File: src/rtl/level_sequencer.sv
// Level progression FSM: tracks map stage, steps on activation tiles, animates, redraws, declares win.
// Latency: stage/state/startAnimation/finished update one cycle after a PLAY trigger; drawMap is combinational.
// Backpressure: waits in REDRAW/FIN_DRAW for doneRedraw and in ANIMATE for doneAnimation; no other stalls.
module level_sequencer #(
   parameter int                          NUM_STAGES = 4,
   parameter int                          X_W        = 9,
   parameter int                          Y_W        = 8,
   parameter int                          SW         = 3,
   parameter int                          TILE       = 6,
   parameter logic [NUM_STAGES*X_W-1:0]   FWD_X      = {9'd220, 9'd160, 9'd100, 9'd40},
   parameter logic [NUM_STAGES*Y_W-1:0]   FWD_Y      = {8'd200, 8'd150, 8'd100, 8'd50},
   parameter logic [NUM_STAGES-1:0]       ANIM_MASK  = '0,
   parameter logic [X_W-1:0]              GOAL_X_MIN = 9'd300,
   parameter logic [Y_W-1:0]              GOAL_Y_MAX = 8'd40
) (
   input  logic           clock,
   input  logic           resetn,
   input  logic           activate,
   input  logic           spriteDead,
   input  logic [X_W-1:0] X,
   input  logic [Y_W-1:0] Y,
   input  logic           doneRedraw,
   input  logic           doneAnimation,
   output logic           drawMap,
   output logic           startAnimation,
   output logic [SW-1:0]  stage,
   output logic [2:0]     gameState,
   output logic           finished
);

   typedef enum logic [2:0] {
      S_REDRAW   = 3'd0,
      S_PLAY     = 3'd1,
      S_ANIMATE  = 3'd2,
      S_FIN_DRAW = 3'd3,
      S_FINISHED = 3'd4
   } state_t;

   state_t          state_q, state_d;
   logic [SW-1:0]   stage_q, stage_d;
   logic            act_q;
   logic            start_anim_q;
   logic            finished_q;

   logic [NUM_STAGES-1:0] tile_hit;
   logic            fwd_hit, bwd_hit, fwd_anim;
   logic            act_rise, last_stage, goal_hit;

   // Per-tile hit test; bounds are one bit wider so tile_x+TILE-1 cannot wrap.
   genvar k;
   generate
      for (k = 0; k < NUM_STAGES; k++) begin : g_tile
         logic [X_W:0] x_lo, x_hi;
         logic [Y_W:0] y_lo, y_hi;
         assign x_lo = {1'b0, FWD_X[k*X_W +: X_W]};
         assign x_hi = x_lo + (X_W+1)'(TILE - 1);
         assign y_lo = {1'b0, FWD_Y[k*Y_W +: Y_W]};
         assign y_hi = y_lo + (Y_W+1)'(TILE - 1);
         assign tile_hit[k] = ({1'b0, X} >= x_lo) && ({1'b0, X} <= x_hi) &&
                              ({1'b0, Y} >= y_lo) && ({1'b0, Y} <= y_hi);
      end
   endgenerate

   assign act_rise   = activate & ~act_q;
   assign last_stage = (stage_q == SW'(NUM_STAGES));
   assign goal_hit   = (X >= GOAL_X_MIN) && (Y <= GOAL_Y_MAX);

   // Select the forward tile (current stage) and backward tile (previous stage).
   always_comb begin
      fwd_hit  = 1'b0;
      bwd_hit  = 1'b0;
      fwd_anim = 1'b0;
      for (int i = 0; i < NUM_STAGES; i++) begin
         if (stage_q == SW'(i)) begin
            fwd_hit  = tile_hit[i];
            fwd_anim = ANIM_MASK[i];
         end
         if (stage_q == SW'(i + 1)) begin
            bwd_hit = tile_hit[i];
         end
      end
   end

   // Next-state, next-stage and redraw request; forward beats backward, death beats both.
   always_comb begin
      state_d = state_q;
      stage_d = stage_q;
      drawMap = 1'b0;
      case (state_q)
         S_REDRAW: begin
            drawMap = ~doneRedraw;
            if (doneRedraw) state_d = S_PLAY;
         end
         S_PLAY: begin
            if (spriteDead) begin
               stage_d = '0;
               state_d = S_REDRAW;
            end else if (act_rise && fwd_hit) begin
               stage_d = stage_q + 1'b1;
               state_d = fwd_anim ? S_ANIMATE : S_REDRAW;
            end else if (act_rise && bwd_hit) begin
               stage_d = stage_q - 1'b1;
               state_d = S_REDRAW;
            end else if (last_stage && goal_hit) begin
               state_d = S_FIN_DRAW;
            end
         end
         S_ANIMATE: begin
            if (doneAnimation) state_d = S_REDRAW;
         end
         S_FIN_DRAW: begin
            drawMap = ~doneRedraw;
            if (doneRedraw) state_d = S_FINISHED;
         end
         S_FINISHED: begin
            state_d = S_FINISHED;
         end
         default: begin
            state_d = S_REDRAW;
         end
      endcase
   end

   // State, stage, activate history and registered pulses; act_q resets high so a held key cannot trigger.
   always_ff @(posedge clock) begin
      if (!resetn) begin
         state_q      <= S_REDRAW;
         stage_q      <= '0;
         act_q        <= 1'b1;
         start_anim_q <= 1'b0;
         finished_q   <= 1'b0;
      end else begin
         state_q      <= state_d;
         stage_q      <= stage_d;
         act_q        <= activate;
         start_anim_q <= (state_d == S_ANIMATE) && (state_q != S_ANIMATE);
         finished_q   <= (state_d == S_FINISHED);
      end
   end

   assign startAnimation = start_anim_q;
   assign stage          = stage_q;
   assign gameState      = state_q;
   assign finished       = finished_q;

endmodule
File: config.mk
export PLATFORM = sky130hd
export DESIGN_NAME = level_sequencer
export DESIGN_NICKNAME = d
export VERILOG_FILES = /design/src/rtl/level_sequencer.sv
export SDC_FILE = /design/constraint.sdc
export NUM_CORES = 1
export LEC_CHECK = 0
export ABC_AREA = 1
export BUFFER_PORTS_ARGS = -buffer_cell sky130_fd_sc_hd__buf_2
export CORE_ASPECT_RATIO = 1.1
export CORE_MARGIN = 10
export CORE_UTILIZATION = 45
export DETAILED_ROUTE_END_ITERATION = 8
export HOLD_SLACK_MARGIN = 0.02
export PLACE_DENSITY = 0.72
export RECOVER_POWER = 100
export SYNTH_ARGS = -nofsm -noshare
export SYNTH_HDL_FRONTEND = slang
export SYNTH_SLANG_ARGS = --single-unit
File: constraint.sdc
create_clock -name clock -period 2 [get_ports clock]
set_input_delay 0.4 -clock clock [delete_from_list [all_inputs] [get_ports clock]]
set_output_delay 0.4 -clock clock [all_outputs]
set_load 0.005 [all_outputs]
* Yosys cells after proc, flatten, opt, wreduce, memory -nomap -nowiden
Index checks and enable logic that the tools add are counted.
** Word-level totals
- Bits in registers :: 9
- Input bits :: 23
- Output and inout bits :: 9
- Logic and storage cells :: 81
** Operators by class
- $add $sub $neg :: 2
- Magnitude comparators :: 18
- Equality and inequality tests :: 11
- Multiplexer cells :: 20
- Bitwise logic cells :: 3
- Reduce and logical (&&, ||, !) cells :: 22
** Operator list (number)
- 3-bit two-way mux :: 10
- 9-bit by 8-bit >= comparator with 1-bit output (second input constant) :: 2
- 9-bit by 8-bit <= comparator with 1-bit output (second input constant) :: 2
- 1-bit logical AND :: 17
- 8-bit >= comparator (second input constant) :: 2
- 8-bit by 6-bit <= comparator with 1-bit output (second input constant) :: 2
- 8-bit <= comparator (second input constant) :: 2
- 3-bit by 2-bit == test with 1-bit output (second input constant) :: 5
- 3-bit case mux with 5 select lines :: 1
- 3-bit == test (second input constant) :: 3
- 9-bit by 6-bit >= comparator with 1-bit output (second input constant) :: 1
- 9-bit by 7-bit >= comparator with 1-bit output (second input constant) :: 1
- 9-bit >= comparator (second input constant) :: 1
- 9-bit by 6-bit <= comparator with 1-bit output (second input constant) :: 1
- 9-bit by 7-bit <= comparator with 1-bit output (second input constant) :: 1
- 1-bit two-way mux :: 9
- 8-bit by 6-bit >= comparator with 1-bit output (second input constant) :: 1
- 8-bit by 7-bit >= comparator with 1-bit output (second input constant) :: 1
- 8-bit by 7-bit <= comparator with 1-bit output (second input constant) :: 1
- 3-bit by 1-bit == test with 1-bit output (second input constant) :: 2
- 3-bit zero test :: 2
- 3-bit by 1-bit adder with 3-bit output (second input constant) :: 1
- 3-bit by 2-bit inequality test with 1-bit output (second input constant) :: 1
- 3-bit nonzero test :: 1
- other kinds (5) :: 6

* Depth between registers and ports, before layout
- Depth after elaboration :: 15
- Mapped depth :: 16
- Depth with buffers taken out :: 16

* Worst setup path before layout
Ideal clock, no wire load.
- Path kind :: flip-flop to flip-flop
- Start point :: register stage_q[1], in the netlist stage[1]
- End point :: register stage_q[1], in the netlist stage[1]
- Setup time :: 0.113 ns
- Data arrival time :: 1.522 ns
- Required time :: 1.887 ns
- Setup slack :: 0.365 ns
- Stages on the path, launching flop included :: 15
- Path buffers :: 0
- Period minus slack after synthesis :: 1.635 ns
- Cell sequence :: dfxtp_1 > inv_1 > ha_1 > nor3b_1 > nand3_2 > nand2_1 > inv_1 > nand2_1 > nand2_1 > nand2_2 > nand2_4 > nand3_4 > nand2_4 > nor2_1 > nor2_1
** Between the ends
- Cells in the longest elaborated chain, start to end :: 8
- Elaborated cells between the ends (all ways) :: 22
- Classes of those cells :: add/sub: 2; eq/ne: 4; mux: 11; reduce/logical: 5
** RTL lines
- start: declaration :: line 40 : logic [SW-1:0] stage_q, stage_d;
- start signal: assignment :: line 134 : stage_q <= stage_d;
- 3-bit by 1-bit == test with 1-bit output or 3-bit zero test (tied branches) :: line 74, 78
- 1-bit two-way mux, on equally long branches (4 in series) :: line 78, 74
- 1-bit logical AND, on equally long branches :: line 101, 98
- 3-bit nonzero test (no line) or 3-bit two-way mux (tied branches)
- 2-bit AND reduction (no line) or 3-bit two-way mux (tied branches)
Parallel ways exist; a longest one is shown, timed or not. The select of a mux whose other input is x is not followed.
A chain may end at the register's enable or synchronous reset.

* Final worst setup path
Ends and elaborated chain as after synthesis.

==> run metrics <==
clk_lat worst skew 250 ps; DR vias/cell 4.73; Startpoint Class register; Cells after Synth 167; Post-CTS Setup Inserts 0; met1 WL 1.07 mm; number of remaining DRC errors 0; Final WS setup 182 ps; Root Driver clkbuf_4; worst slack at placement 218 ps; Finished Core Util 57.8%; ranking of synthesized cells by area dfxtp_1 (18%), nand2_1 (16%), nor2_1 (9.8%), inv_1 (9.4%), ha_1 (7.5%); top-area cell type share of the netlist area 18.0%; largest net degree at the start of global routing 8; Hold-fix buffers, CTS 0; post-synthesis sequential area ratio 18.0%; IO Pins 32; Placer Congestion 0.824; CTS tree built; area delta synth->final 19.3%; Clock Skew 3.94 ps; DR pass1 iterations 4; first-pass GRT wire length 4.24 mm; Core Rows 17; Syn Area/Cell 5.99 µm²; Leak Pwr 0.625 nW; fin crit share 90.9%; Worst Path Arrival 1970 ps; Hold Crit Class in -> reg; vias in the first global route 1083; Setup-failing EPs final 0; Pins Over Slew Limit 0; initial core utilization 48.5%; CTS max path bufs 2; routed len/inst 10.7 µm; worst hold margin 330 ps; fmax 0.550 GHz; initial antenna violation count 0; Highest Signal Layer met3; Synth Register Bits 9; Worst-path clk slew 60 ps; Tot GR Track Use 10.8%; Port Buffers 30; Num CTS Buffers 3; vias 1083; CP endpoint kind register; grt ovf 0; WL final 2.45 mm; Post-DP HPWL 2.18 mm; nets@finish 231; Syn Std Cell Area 1000 µm²; H-Tree Depth 1; Critical Path RT 2150 ps; ANT cells 0; 1st-iter DRT viols 28; met3 WL 129 µm; Crit Path Max Fanout 7; layout cells sized above 1 23.9%; Ys Warns 0; CTS resizes 0; DIE AREA 4510 µm²; post-route ant nets 0; Finished Cell Area 1190 µm²; Die X 64.9 µm; max_cap viols 0; RSZ-0062 raised after global routing no; Core Region 2060 µm²; fin crit period 1820 ps; Synth cell types 28; setup TNS 0 ps; Synth area leader dfxtp_1; Post-Syn Nets 196; WL met2 1.25 mm; Max VDD drop 0.392 mV; clock sink count 9; endpoints failing hold 0; Power Density 405 nW/µm²; Post-DP Area 1180 µm²; die span in y 69.4 µm; status finished, final reports clean; WS Path Type reg -> reg
## cells by family after synthesis
kind of cell	share of synthesized area, %
AND/OR/NAND/NOR	51.3
buffers and inverters	11.3
AO/OA/AOI/OAI	10.6
flip-flops	18.0
adder cells (fa/ha/maj)	7.51
XOR/XNOR	0.876
other	0.375
## path summary, 6_finish.rpt
check / start / end / slack (ps) / cells after the start
max: stage[1] / stage[1] / 180 / 14
min: activate / act_q / 330 / 3
max reg2reg: stage[1] / stage[1] / 180 / 14
min reg2reg: stage[0] / stage[0] / 570 / 2
## cell usage after synthesis
master,count
nand2_1,42
nor2_1,26
inv_1,25
dfxtp_1,9
nand3_1,9
nand2_2,8
a21oi_1,7
ha_1,6
o21ai_0,5
nand4_1,4
nor2_2,4
inv_2,3
clkinv_1,2
nand2_4,2
nor3_1,2
a21boi_2,1
a21boi_4,1
conb_1,1
nand3_2,1
nand3_4,1
nor2_4,1
nor3_2,1
nor3_4,1
nor3b_1,1
o2111a_1,1
o21ai_1,1
or4_1,1
xnor2_1,1
## metrics by stage
stage	cells	power, mW
floorplan	167	0.293
global placement	225	0.347
detailed placement	225	0.352
CTS	229	0.490
global route	229	0.523
finish	229	0.483
## area by class of cell
| cell class | count | area (µm²) |
|---|---|---|
| inverters | 30 | 113 |
| fillers | 224 | 871 |
| clock buffers | 4 | 26.3 |
| repair buffers | 30 | 139 |
| flip-flops and latches | 9 | 180 |
| well taps | 28 | 35.0 |
| multi-input cells | 128 | 699 |
## per-layer routing
metal / global-route usage (%) / vias to the layer above
li1: - / 588
met4: 3.54 / 0
met3: 2.90 / 0
met5: 0 / -
met2: 19.6 / 22
met1: 11.4 / 473
## sequential cells by signal, indices dropped and copies added, names as in the netlist
name            count
stage               3
act_q               1
finished            1
gameState           3
startAnimation      1
## layout by cell type (no fill, tap or decap), types with 5 or more instances in the layout
master / count
inv_1: 25
nand2_1: 42
o21ai_0: 5
dfxtp_1: 9
ha_1: 6
clkbuf_1: 9
nand3_1: 9
nor2_1: 26
buf_2: 21
a21oi_1: 7
nand2_2: 8
## critical path, cell delays in order (launching register included)
cell and delay [ps]:
dfxtp_1 370, inv_1 110, ha_1 200, nor3b_1 250, nand3_2 90, nand2_1 60
inv_1 30, nand2_1 50, nand2_1 60, nand2_2 80, nand2_4 70, nand3_2 110
nand2_4 60, nor2_1 120, nor2_1 50
## where the power goes
| group | switching [mW] | internal [mW] |
|---|---|---|
| Sequential | 0.00719 | 0.187 |
| Combinational | 0.0918 | 0.0586 |
| Clock | 0.0613 | 0.0767 |
No activity file was read; power rests on OpenSTA's default activity.
